$ cat config.mk
export PLATFORM = sky130hd
export DESIGN_NAME = instruction_fetch_unit
export DESIGN_NICKNAME = d
export VERILOG_FILES = /design/src/rtl/instruction_fetch_unit.sv
export SDC_FILE = /design/constraint.sdc
export NUM_CORES = 1
export LEC_CHECK = 0
export CORE_MARGIN = 2
export CORE_UTILIZATION = 60
export DETAILED_ROUTE_END_ITERATION = 16
export GPL_TIMING_DRIVEN = 0
export PLACE_DENSITY = 0.92
export SLEW_MARGIN = 20
export SYNTH_ARGS = -nofsm -noshare
export SYNTH_HDL_FRONTEND = slang
export SYNTH_SLANG_ARGS = --single-unit
export TNS_END_PERCENT = 1
$ cat constraint.sdc
create_clock -name Clk -period 19.9 [get_ports Clk]
set_input_delay 4.975 -clock Clk [delete_from_list [all_inputs] [get_ports Clk]]
set_output_delay 4.975 -clock Clk [all_outputs]
set_load 0.01 [all_outputs]
$ cat src/rtl/instruction_fetch_unit.sv
// rtl/instruction_fetch_unit.sv - MIPS32 fetch front end with 4-entry prefetch FIFO
//
// Owns the PC, issues in-order word fetches over a req/gnt + rvalid handshake,
// buffers returned words and drives the IF/ID register seen by decode.
// Ports:
//   Clk, Rst_n                 clock, synchronous active-low reset
//   ID_PCSrc, ID_new_PC        redirect from decode (flushes all younger fetches)
//   Stall                      hold IF/ID
//   IMem_Req/Addr/Gnt          fetch request channel
//   IMem_RValid/RData          in-order fetch response channel
//   IF_ID_Instruction/PC4/Valid  pipeline register to decode
module instruction_fetch_unit #(
    parameter logic [31:0] RESET_PC = 32'h0000_0000
) (
    input  logic        Clk,
    input  logic        Rst_n,
    input  logic        ID_PCSrc,
    input  logic [31:0] ID_new_PC,
    input  logic        Stall,
    output logic        IMem_Req,
    output logic [31:0] IMem_Addr,
    input  logic        IMem_Gnt,
    input  logic        IMem_RValid,
    input  logic [31:0] IMem_RData,
    output logic [31:0] IF_ID_Instruction,
    output logic [31:0] IF_ID_PC4,
    output logic        IF_ID_Valid
);

    logic [31:0] pc_q, pc_d;
    logic [31:0] resp_pc_q, resp_pc_d;
    logic [2:0]  out_q, out_d;
    logic [2:0]  kill_q, kill_d;
    logic [2:0]  cnt_q, cnt_d;
    logic [1:0]  rd_ptr_q, rd_ptr_d;
    logic [1:0]  wr_ptr_q, wr_ptr_d;
    logic [31:0] fifo_pc4_q [4];
    logic [31:0] fifo_ins_q [4];
    logic        ifid_valid_q, ifid_valid_d;
    logic [31:0] ifid_ins_q, ifid_ins_d;
    logic [31:0] ifid_pc4_q, ifid_pc4_d;

    logic [31:0] target;
    logic [3:0]  credit;
    logic        req;
    logic        issue;
    logic        resp;
    logic        live;
    logic        fifo_push;
    logic        fifo_pop;

    assign target = {ID_new_PC[31:2], 2'b00};

    // Words already buffered plus live requests in flight; dead (killed)
    // requests will be dropped on return so they do not consume FIFO space.
    assign credit = {1'b0, cnt_q} + {1'b0, out_q} - {1'b0, kill_q};

    assign req   = Rst_n & ~ID_PCSrc & (credit < 4'd4) & (out_q < 3'd4);
    assign issue = req & IMem_Gnt;
    assign resp  = IMem_RValid;
    assign live  = resp & (kill_q == 3'd0) & ~ID_PCSrc;

    assign IMem_Req          = req;
    assign IMem_Addr         = pc_q;
    assign IF_ID_Instruction = ifid_ins_q;
    assign IF_ID_PC4         = ifid_pc4_q;
    assign IF_ID_Valid       = ifid_valid_q;

    always_comb begin
        pc_d         = pc_q;
        resp_pc_d    = resp_pc_q;
        out_d        = out_q + {2'b00, issue} - {2'b00, resp};
        kill_d       = kill_q;
        cnt_d        = cnt_q;
        rd_ptr_d     = rd_ptr_q;
        wr_ptr_d     = wr_ptr_q;
        ifid_valid_d = ifid_valid_q;
        ifid_ins_d   = ifid_ins_q;
        ifid_pc4_d   = ifid_pc4_q;
        fifo_push    = 1'b0;
        fifo_pop     = 1'b0;

        if (ID_PCSrc) begin
            pc_d      = target;
            resp_pc_d = target;
            // Everything still in flight belongs to the wrong path.
            kill_d    = out_q - {2'b00, resp};
        end else begin
            if (issue) begin
                pc_d = pc_q + 32'd4;
            end
            if (live) begin
                resp_pc_d = resp_pc_q + 32'd4;
            end
            if (resp && kill_q != 3'd0) begin
                kill_d = kill_q - 3'd1;
            end
        end

        if (ID_PCSrc) begin
            ifid_valid_d = 1'b0;
            ifid_ins_d   = 32'd0;
            ifid_pc4_d   = 32'd0;
        end else if (Stall) begin
            fifo_push = live;
        end else if (cnt_q != 3'd0) begin
            ifid_valid_d = 1'b1;
            ifid_ins_d   = fifo_ins_q[rd_ptr_q];
            ifid_pc4_d   = fifo_pc4_q[rd_ptr_q];
            fifo_pop     = 1'b1;
            fifo_push    = live;
        end else if (live) begin
            // Empty FIFO: the response goes straight into IF/ID.
            ifid_valid_d = 1'b1;
            ifid_ins_d   = IMem_RData;
            ifid_pc4_d   = resp_pc_q + 32'd4;
        end else begin
            ifid_valid_d = 1'b0;
            ifid_ins_d   = 32'd0;
            ifid_pc4_d   = 32'd0;
        end

        if (ID_PCSrc) begin
            cnt_d    = 3'd0;
            rd_ptr_d = 2'd0;
            wr_ptr_d = 2'd0;
        end else begin
            cnt_d    = cnt_q + {2'b00, fifo_push} - {2'b00, fifo_pop};
            rd_ptr_d = rd_ptr_q + {1'b0, fifo_pop};
            wr_ptr_d = wr_ptr_q + {1'b0, fifo_push};
        end
    end

    always_ff @(posedge Clk) begin
        if (!Rst_n) begin
            pc_q         <= RESET_PC;
            resp_pc_q    <= RESET_PC;
            out_q        <= 3'd0;
            kill_q       <= 3'd0;
            cnt_q        <= 3'd0;
            rd_ptr_q     <= 2'd0;
            wr_ptr_q     <= 2'd0;
            ifid_valid_q <= 1'b0;
            ifid_ins_q   <= 32'd0;
            ifid_pc4_q   <= 32'd0;
        end else begin
            pc_q         <= pc_d;
            resp_pc_q    <= resp_pc_d;
            out_q        <= out_d;
            kill_q       <= kill_d;
            cnt_q        <= cnt_d;
            rd_ptr_q     <= rd_ptr_d;
            wr_ptr_q     <= wr_ptr_d;
            ifid_valid_q <= ifid_valid_d;
            ifid_ins_q   <= ifid_ins_d;
            ifid_pc4_q   <= ifid_pc4_d;
        end
    end

    // Buffer storage carries no reset; occupancy is tracked by cnt_q.
    always_ff @(posedge Clk) begin
        if (Rst_n && fifo_push) begin
            fifo_pc4_q[wr_ptr_q] <= resp_pc_q + 32'd4;
            fifo_ins_q[wr_ptr_q] <= IMem_RData;
        end
    end

    // The credit rule must never let a push land on a full buffer.
    always_ff @(posedge Clk) begin
        if (Rst_n && fifo_push) begin
            assert (cnt_q != 3'd4);
        end
    end

endmodule

==> impl_metrics.yaml, run 1 <==
pwr:
  powerDensity_mw_per_mm2: 88.9
  worst_ir_drop_vdd_uv: 50.1
  lkg_pwr_nw: 6.34
  power_mw: 1.74
timing:
  rsz0062_at_grt: "no"
  slew_viol_final: 0
  fin_ws_ps: 8310
  holdWs_ps: 459
  hold_viol: 0
  worst-slew-pin-transition_ps: 1020
  sum_of_negative_setup_slack_ps: 0
  final_period_minus_worst_setup_slack_ps: 11590
  total_setup_violations_reported_at_the_end_of_the_flow: 0
  slew_headroom_pct: 31.5
  period_share_pct: 58.2
  final.setup_skew_ps: 17.1
  fmax_mhz: 86.3
placed_design:
  hpwl_um: 28700
  pre_cts_slack_ps: 8390
  io_buffer_count: 160
  gp_routability_congestion: 0.946
  placedCellCount: 1699
worst_setup_path:
  data_arrival_time_of_the_critical_path_ps: 6610
  critical_path.max_stage_delay_ps: 570
  worst_reg2reg_path_depth: 16
  critPathBufInv: 2
  reg2reg_to: "out_q[2]"
  critical_path.startpoint_type: "input port"
  worst_setup_path_end_kind: "output pin"
  r2r_setup_slack_ps: 15860
  crit_path_max_fanout: 3
  regToRegStartpoint: "cnt_q[1]"
  critPathMostFrequentCell: "sky130_fd_sc_hd__clkdlybuf4s50_1"
  cpLargestDelayFamily: "buffers and inverters"
  worstPathRequired_ps: 14930
  type_of_the_worst_setup_path: "in -> out"
  worstPathCellList: "clkdlybuf4s50_1, nor3b_2, nand3_1, a21oi_1, clkdlybuf4s50_1"
  cell_with_the_largest_stage_delay_on_the_worst_path: "sky130_fd_sc_hd__clkdlybuf4s50_1"
cts:
  clkSinkCount: 384
  cts_tree: "built"
  post_cts_resized: 0
  postCtsSetupBuffers: 0
  h_tree_lvls: 2
  buffer_depth_of_the_longest_clock_path: 3
  root_buffer: "sky130_fd_sc_hd__clkbuf_16"
  insertion_delay_ps: 520
  tritoncts.num_buffers: 37
  clock_transition_at_path_regs_ps: 60
  cts.hold.buffers_added: 0
floorplan:
  dieArea_mm2: 0.0282
  starting_density_of_the_core_pct: 61.5
  fp-row-count: 59
  die_width_um: 168
  floorplan.core_area_mm2: 0.0262
  top_level_ports: 168
  die_height_um: 168
finish:
  fin_cells: 1766
  diode_count: 0
  flow.area_growth_from_synthesis_pct: 21.2
  drive_gt1_share_pct: 12.9
  final_net_count: 1492
drt:
  routedWlPerCell_um: 24.4
  vias_per_cell: 6.56
  number_of_detailed_route_iterations_in_the_first_pass: 7
  met2_length_um: 21600
  total_vias_in_the_final_route: 11600
  dr.max_layer_used: "met4"
  detail_route.wirelength_um: 43100
  drc_errors: 0
  m1WireLength_um: 15800
  remaining_antenna_violation_count_after_routing: 0
  metal3_wl_um: 3930
  drtIter0Drc: 1474
run_status:
  run_status: "finished clean"
global_route:
  globalRouteTotalUtil_pct: 30.6
  grt_overflow: 0
  antenna_found_initial: 0
  grt_pass1_wl_um: 66300
  largest_net_degree_at_the_start_of_global_routing: 33
  first_global_vias: 11700
logic_synthesis:
  synth.top_cells.by_area: "sky130_fd_sc_hd__edfxtp_1, sky130_fd_sc_hd__dfxtp_1, sky130_fd_sc_hd__mux4_2"
  post_synth_inst_count: 1179
  post-synth-top-count-cell: "sky130_fd_sc_hd__edfxtp_1"
  synth.top_cell.area_share_pct: 46.2
  yosys_warnings: 0
  async_flop_share_pct: 0
  syn-cell-area_mm2: 0.0161
  synth_sequential_area_ratio_pct: 63.1
  synth_top_area_cell: "sky130_fd_sc_hd__edfxtp_1"
  number_of_enable_type_register_cells_in_the_synthesized_netlist: 248
  synth.avg_cell_area_um2: 13.7
  ys_ff_latch: 384
  synth.top_cells.by_count: "sky130_fd_sc_hd__edfxtp_1, sky130_fd_sc_hd__dfxtp_1, sky130_fd_sc_hd__nand2_1, sky130_fd_sc_hd__a21oi_1, sky130_fd_sc_hd__mux4_2"
  netlist-cell-type-count: 63
  dominantRegCellSynth: "sky130_fd_sc_hd__edfxtp_1"
worst_hold_path:
  holdCritPathClass: "reg -> reg"
  min_delay_path_depth: 2
  min-delay-start: "IF_ID_Instruction[20]"
  hold-path-endpoint: "IF_ID_Instruction[20]"
flow_run:
  max_cap_check_violation_count: 0
## stage by stage
| step | cell area [µm²] | util, % |
|---|---|---|
| 2_1_floorplan | 16100 | - |
| 3_3_place_gp | 18100 | 69.2 |
| 3_5_place_dp | 18300 | 70.0 |
| 4_1_cts | 19500 | 74.5 |
| 5_1_grt | 19500 | 74.5 |
| 6_report | 19500 | 74.5 |
## worst max-delay path by stage
stage	startpoint	end	slack [ps]	depth (start not counted)
finish	ID_PCSrc	IMem_Req	8310	5
global route	ID_PCSrc	IMem_Req	8280	5
CTS	ID_PCSrc	IMem_Req	8370	5
detailed placement	ID_PCSrc	IMem_Req	8390	5
global placement	IMem_RValid	fifo_ins_q[2][4]	5250	6
floorplan	IMem_RValid	fifo_ins_q[1][0]	9060	5
## power breakdown
group	internal, mW	leakage [nW]	switching (mW)
Sequential	0.866	3.36	0.0188
Clock	0.384	0.564	0.304
Combinational	0.0652	2.41	0.0973
Total	1.32	6.34	0.420
## worst reg2reg max path: stages (launching register included)
cell and delay [ps]:
sky130_fd_sc_hd__dfxtp_1 450, sky130_fd_sc_hd__inv_1 100, sky130_fd_sc_hd__fa_1 480, sky130_fd_sc_hd__inv_1 40
sky130_fd_sc_hd__ha_1 270, sky130_fd_sc_hd__and3b_1 230, sky130_fd_sc_hd__or3_1 320, sky130_fd_sc_hd__clkbuf_1 200
sky130_fd_sc_hd__a21oi_2 480, sky130_fd_sc_hd__inv_1 100, sky130_fd_sc_hd__ha_1 290, sky130_fd_sc_hd__inv_1 40
sky130_fd_sc_hd__ha_1 180, sky130_fd_sc_hd__fa_1 370, sky130_fd_sc_hd__xnor2_1 180, sky130_fd_sc_hd__xnor2_1 140
sky130_fd_sc_hd__nor2_1 50
## layout make-up
| class | instances | area, µm² |
|---|---|---|
| Sequential cell | 384 | 10200 |
| Fill cell | 1529 | 6680 |
| Multi-Input combinational cell | 692 | 5520 |
| Timing Repair Buffer | 182 | 1790 |
| Clock buffer | 44 | 983 |
| Tap cell | 335 | 419 |
| Buffer | 82 | 353 |
| Clock inverter | 23 | 195 |
| Inverter | 24 | 90.1 |
## flip-flops by register name (all words and copies together), names as in the netlist
register and flops:
rd_ptr_q 2, fifo_ins_q 128, cnt_q 3, wr_ptr_q 2, IF_ID_PC4 30, fifo_pc4_q 120
kill_q 3, IF_ID_Valid 1, resp_pc_q 30, IF_ID_Instruction 32, out_q 3, IMem_Addr 30
## cells by family (layout without fill, tap and decap cells)
kind of cell             Yosys count  count (layout)  share of synthesized area, %
buffers and inverters            106             355                          2.75
multiplexers                      67              67                          8.99
other                              1               4                        0.0233
flip-flops                       384             384                          63.1
AO/OA/AOI/OAI                    251             251                          10.3
XOR/XNOR                          71              71                          3.86
AND/OR/NAND/NOR                  280             280                          9.30
adder cells (fa/ha/maj)           19              19                          1.66
## routing by layer
layer | up-vias | global-route usage, %
li1 | 5013 | -
met1 | 5610 | 38.9
met2 | 816 | 53.1
met3 | 140 | 4.47
met4 | 0 | 13.1
met5 | - | 0
## placed cells by master, fill, tap and decap left out, drive strengths merged, types with 12 or more instances in the layout
cell type / count
clkbuf: 105
mux4: 62
clkinv: 12
dfxtp: 136
o21ai: 37
inv: 27
nor2: 47
clkdlybuf4s50: 160
xnor2: 49
ha: 15
nor3: 21
or3: 17
nor4: 16
nand4: 16
xor2: 22
nand2: 89
a41o: 19
a31oi: 21
buf: 43
a22oi: 59
edfxtp: 248
nand3: 31
a21oi: 77
Note: power is estimated with default switching activity, not from simulation.
==> run 2: changes to the inputs <==
CORE_UTILIZATION = 51   (was 60)
PLACE_DENSITY = 0.84   (was 0.92)
clock period = 10.2 ns   (was 19.9 ns; I/O delays follow)
==> impl_metrics.yaml, run 2 (synthesis results as in run 1) <==
run_status:
  run_status: "finished clean"
worst_setup_path:
  worstPathCellList: "clkdlybuf4s50_1, nor3b_2, nand3_1, a21oi_1, clkdlybuf4s50_1"
  type_of_the_worst_setup_path: "in -> out"
  data_arrival_time_of_the_critical_path_ps: 4120
  crit_path_max_fanout: 3
  critical_path.max_stage_delay_ps: 580
  critPathMostFrequentCell: "sky130_fd_sc_hd__clkdlybuf4s50_1"
  worstPathRequired_ps: 7650
  cell_with_the_largest_stage_delay_on_the_worst_path: "sky130_fd_sc_hd__clkdlybuf4s50_1"
  critical_path.startpoint_type: "input port"
  worst_setup_path_end_kind: "output pin"
finish:
  multi_input_comb_area_mm2: 0.00552
  layout.area.seq_mm2: 0.0102
  layout_commonest_cell: "sky130_fd_sc_hd__edfxtp_1"
  final_net_count: 1495
  largest_reg_flops: 128
  diode_count: 0
  flow.area_growth_from_synthesis_pct: 22.3
  final.fill_count: 2215
  most-common-layout-cells: "sky130_fd_sc_hd__edfxtp_1, sky130_fd_sc_hd__clkdlybuf4s50_1, sky130_fd_sc_hd__dfxtp_1"
  drive_gt1_share_pct: 12.8
  max_flop_register: "fifo_ins_q"
cts:
  buffer_depth_of_the_longest_clock_path: 3
  root_buffer: "sky130_fd_sc_hd__clkbuf_16"
  cts_tree: "built"
  tritoncts.num_buffers: 39
  clkSinkCount: 384
  cts.hold.buffers_added: 0
  postCtsSetupBuffers: 0
  clock_transition_at_path_regs_ps: 60
  h_tree_lvls: 2
  post_cts_resized: 0
  insertion_delay_ps: 540
pwr:
  powerDensity_mw_per_mm2: 174
  pwr-share-clk_pct: 40.5
  lkg_pwr_nw: 6.39
  cellInternalPower_mw: 2.61
  net-switching-power_mw: 0.811
  power.switching_fraction_pct: 23.7
  seq_power_share_pct: 50.4
  combinational_power_share_pct: 9.1
  worst_ir_drop_vdd_uv: 115
global_route:
  grt_pass1_wl_um: 62100
  antenna_found_initial: 0
  largest_net_degree_at_the_start_of_global_routing: 49
  grt_overflow: 0
  globalRouteTotalUtil_pct: 24.2
  first_global_vias: 11200
worst_hold_path:
  holdCritPathClass: "reg -> reg"
floorplan:
  die_height_um: 182
  starting_density_of_the_core_pct: 51.4
  dieArea_mm2: 0.0330
  floorplan.core_area_mm2: 0.0313
  top_level_ports: 168
  fp-row-count: 65
  die_width_um: 182
timing:
  rsz0062_at_grt: "no"
  slew_viol_final: 0
  fmax_mhz: 150
  sum_of_negative_setup_slack_ps: 0
  total_setup_violations_reported_at_the_end_of_the_flow: 0
  hold_viol: 0
  final_period_minus_worst_setup_slack_ps: 6670
  slew_headroom_pct: 22.7
  period_share_pct: 65.4
  final.setup_skew_ps: 16.1
  fin_ws_ps: 3530
  worst-slew-pin-transition_ps: 1150
drt:
  detail_route.wirelength_um: 40000
  routedWlPerCell_um: 21.8
  remaining_antenna_violation_count_after_routing: 0
  drtIter0Drc: 1049
  total_vias_in_the_final_route: 11200
  number_of_detailed_route_iterations_in_the_first_pass: 5
  vias_per_cell: 6.08
  drc_errors: 0
placed_design:
  io_buffer_count: 160
  hpwl_um: 27200
  gp_routability_congestion: 0.915
  pre_cts_slack_ps: 3510
flow_run:
  max_cap_check_violation_count: 0
-- run 2: path summary, 6_finish.rpt --
kind,start,endpoint,slack [ps],cells past startpoint
worst min-delay path,IF_ID_Instruction[9],IF_ID_Instruction[9],460,2
worst max-delay path,ID_PCSrc,IMem_Req,3530,5
worst min register to register,IF_ID_Instruction[9],IF_ID_Instruction[9],460,2
worst max register to register,cnt_q[1],out_q[2],6170,16
-- run 2: routing by layer --
layer / share of wire (%) / vias up / track usage [%]
li1: - / 5035 / -
met1: 39 / 5444 / 31.9
met2: 49 / 595 / 40.7
met3: 8.6 / 104 / 4.13
met4: 3.2 / 0 / 8.62
met5: 0 / - / 0
-- run 2: area by class of cell --
type	instances	share of cell area, %
plain buffers	82	1.79
clock inverters	19	0.680
inverters	24	0.457
flip-flops and latches	384	51.6
repair buffers	183	9.19
clock buffers	53	5.64
multi-input cells	692	28.1
well taps	402	2.55
-- run 2: critical path: cells and delay by family --
family                 cells  cell delay, ps
AO/OA/AOI/OAI              1             140
AND/OR/NAND/NOR            2             370
buffers and inverters      2            1060
-- run 2: through the flow --
stage,instances,hold slack (ps),utilization (%),cell area (µm²),power [mW]
global placement,1744,448,58.2,18200,2.05
CTS,1839,461,62.9,19700,3.43
finish,1839,460,62.9,19700,3.42
detailed placement,1767,451,58.9,18400,2.06
floorplan,1182,476,-,16100,1.93
global route,1839,477,62.9,19700,3.52
-- run 2: power groups by stage --
stage | Combinational [mW] | Sequential, mW | Clock [mW]
floorplan | 0.175 | 1.76 | 0
finish | 0.310 | 1.73 | 1.38
detailed placement | 0.303 | 1.76 | 0
global route | 0.341 | 1.73 | 1.45
global placement | 0.292 | 1.76 | 0
CTS | 0.307 | 1.72 | 1.40
==> RTL change: new RTL, config.mk and constraints of run 2 <==
Reset style: asynchronous (`Rst_n`), changed in one clocked block. Comments in the files are not updated.
--- a/src/rtl/instruction_fetch_unit.sv
+++ b/src/rtl/instruction_fetch_unit.sv
@@ -131,7 +131,7 @@
         end
     end
 
-    always_ff @(posedge Clk) begin
+    always_ff @(posedge Clk or negedge Rst_n) begin
         if (!Rst_n) begin
             pc_q         <= RESET_PC;
             resp_pc_q    <= RESET_PC;
Formal check against the unedited RTL: differs if Rst_n is asserted again (counterexample within 4 cycles, from zero or initial values and one cycle with Rst_n low); with Rst_n held inactive, the same outputs for 4 cycles.
==> RTL change against run 2 <==
Design area rose by 4.8%; area after synthesis rose by 5.0%; maximum frequency fell by 9.2%; sequential share of layout area rose by 1.1 points; synthesized cell count fell by 1.8%; hold slack improved by 0.013 ns; clock skew rose by 0.011 ns; sequential cell count rose by 1; first-iteration DRC count rose by 0.29%; worst setup slack got worse by 0.68 ns; routed wire length rose by 3.7%; critical path type unchanged; highest routed layer unchanged.
Power is not compared: it rests on default switching activity, and its combinational part moved more than twofold at a synthesized area within 25%.
==> RTL change: results (changes against run 2) <==
Layout
  – Max reg flops: 128 (unchanged)
  – Final nets: 1477 (-1.2%)
  – FILL cells: 2340 (+5.6%)
  – Share of layout cells above drive strength 1: 14.0% (+1.2 points)

Clocking
  – Inserted Clock Buffers: 40 (+2.6%)
  – Post-cts gate resize count: 0 (unchanged)
  – Worst-Skew Late Latency: 0.53 ns
  – Clock transition at path regs: 0.05 ns
  – Clock buffer depth: 3 (unchanged)
  – Htree depth: 2 (unchanged)
  – Postcts setup bufs: 0 (unchanged)
  – TritonCTS clock tree: done
  – Root Driver: clkbuf_16

Global routing
  – Antenna violations before repair: 1 (+1)
  – Pin count of the biggest net entering global routing: 80 (+63%)
  – Gr usage total: 24.5% (+0.29 points)
  – First-pass GRT wire length: 65000 um (+4.6%)
  – Vias in the first global route: 11700 (+4.0%)

STA
  – Clock skew: 0.0266 ns (+0.0105 ns)
  – Rel. slew slack: 38.9% (+16 points)
  – WHS: 0.474 ns (+0.0133 ns)

Synthesis
  – Mapped Cells: 1158 (-1.8%)
  – List of most frequent post-synthesis cells: edfxtp_1 (248), dfrtp_1 (137), nand2_1 (89)
  – Post-synth EDFFs: 248 (unchanged)
  – Seq/Total Area, Yosys: 64.3% (+1.1 points)
  – Async SR Flop Fraction: 35.6% (+36 points)
  – Yosys cell types: 76 (+21%)
  – Area contributors post-synth: edfxtp_1 (44%), dfrtp_1 (20%), mux4_2 (8.3%)
  – Post-synthesis compound-gate area fraction: 7.42% (-2.9 points)
  – Synthesized-area fraction occupied by adder cells: 1.58% (-0.080 points)
  – Post-synthesis mux area share: 10.7% (+1.7 points)
  – Synth warn: 0 (unchanged)
  – XOR/XNOR Fraction of Synth Area: 3.31% (-0.55 points)

Outcome
  – Run status: finished, final reports clean

Detailed routing
  – Router iterations before antenna repair: 7 (+2)
  – Routed wire per std cell: 22.3 um (+2.6%)
  – Iteration-0 DRC Markers: 1052 (+0.29%)
  – Vias: 11300 (+1.3%)
  – Final wirelength: 41500 um (+3.7%)

Setup path
  – RR Endpoint: out_q[2]
  – Crit Path Max Fanout: 10 (+7)
  – Flop2flop setup slack: 6.11 ns (-0.06 ns)
  – Worst path slowest cell: clkbuf_1
  – Critical path arrival: 4.80 ns (+0.68 ns)
  – Worst R2R Start: out_q[1]
  – Worst path max stage delay: 0.60 ns (+0.02 ns)
  – Reg2reg path depth: 16 (unchanged)

Placement
  – HPWL after detailed placement: 27700 um (+2.0%)
  – Number of port buffers: 161 (+0.63%)
  – Placed cell count: 1788 (+1.2%)
  – Routability cong.: 0.894 (-2.3%)
  – Pre-CTS WS: 2.89 ns (-0.626 ns)

Hold path
  – Hold Path End: IF_ID_Valid
  – Worst Hold Depth: 2 (unchanged)
  – Hold path start: IF_ID_Valid
  – HP Class: reg2reg

Power
  – Maximum vdd drop: 0.000119 V
RTL change: cell count changes after synthesis, moves of 14 or more:
cell     delta
a21oi_1    -62
mux2i_1    +32
a22o_1     +17
a22oi_1    -59
dfrtp_1   +137
dfxtp_1   -136
nor2b_1    +14
RTL change: layer usage:
metal	up-vias	GRT usage (%)	wire length [um]
li1	4923	-	-
met1	5630	32.0	16000
met2	672	42.1	20500
met3	101	4.67	3930
met4	0	7.18	1120
met5	-	0	0
RTL change: final cells by class:
cell class                 count  area share, %
sequential                   385           52.7
inverter                      30          0.552
antenna                        1         0.0121
tap                          442           2.68
timing repair buffer         187           9.12
multi-input combinational    673           27.2
clock buffer                  58           5.68
buffer                        71           1.63
clock inverter                13          0.400
RTL change: report_power, final:
group / internal [mW] / total (mW) / switching (mW) / leakage, nW
combinational: 0.473 / 1.06 / 0.590 / 2.84
sequential: 1.78 / 1.88 / 0.0980 / 3.99
clock: 0.800 / 1.39 / 0.591 / 0.615
total: 3.05 / 4.33 / 1.28 / 7.44
RTL change: cell families (layout without fill, tap and decap cells):
family          count (synthesis)  in the layout
mux                           102            102
simple gates                  308            308
buf+inv                       101            359
flops                         385            385
fa+ha+maj                      19             19
other cells                     1              3
xor+xnor                       64             64
compound gates                178            178
RTL change: critical path: cells and delay by family:
kind,cells,cell delay [ns]
and+or+nand+nor,2,0.27
buffers and inverters,4,1.97
RTL change: worst max-delay path by stage:
stage | startpoint | depth (start not counted) | slack [ns] | end
6_report | ID_PCSrc | 6 | 2.85 | IMem_Req
5_1_grt | ID_PCSrc | 6 | 2.73 | IMem_Req
4_1_cts | ID_PCSrc | 6 | 2.88 | IMem_Req
3_5_place_dp | ID_PCSrc | 6 | 2.89 | IMem_Req
3_3_place_gp | Rst_n | 3 | -6.91 | fifo_ins_q[1][23]
2_1_floorplan | Stall | 5 | 1.81 | fifo_ins_q[1][0]
RTL change: through the flow:
step           area (sq um)  setup TNS (ns)
2_1_floorplan         16900               0
3_3_place_gp          19100        -1321.13
3_5_place_dp          19400               0
4_1_cts               20600               0
5_1_grt               20600               0
6_report              20600               0
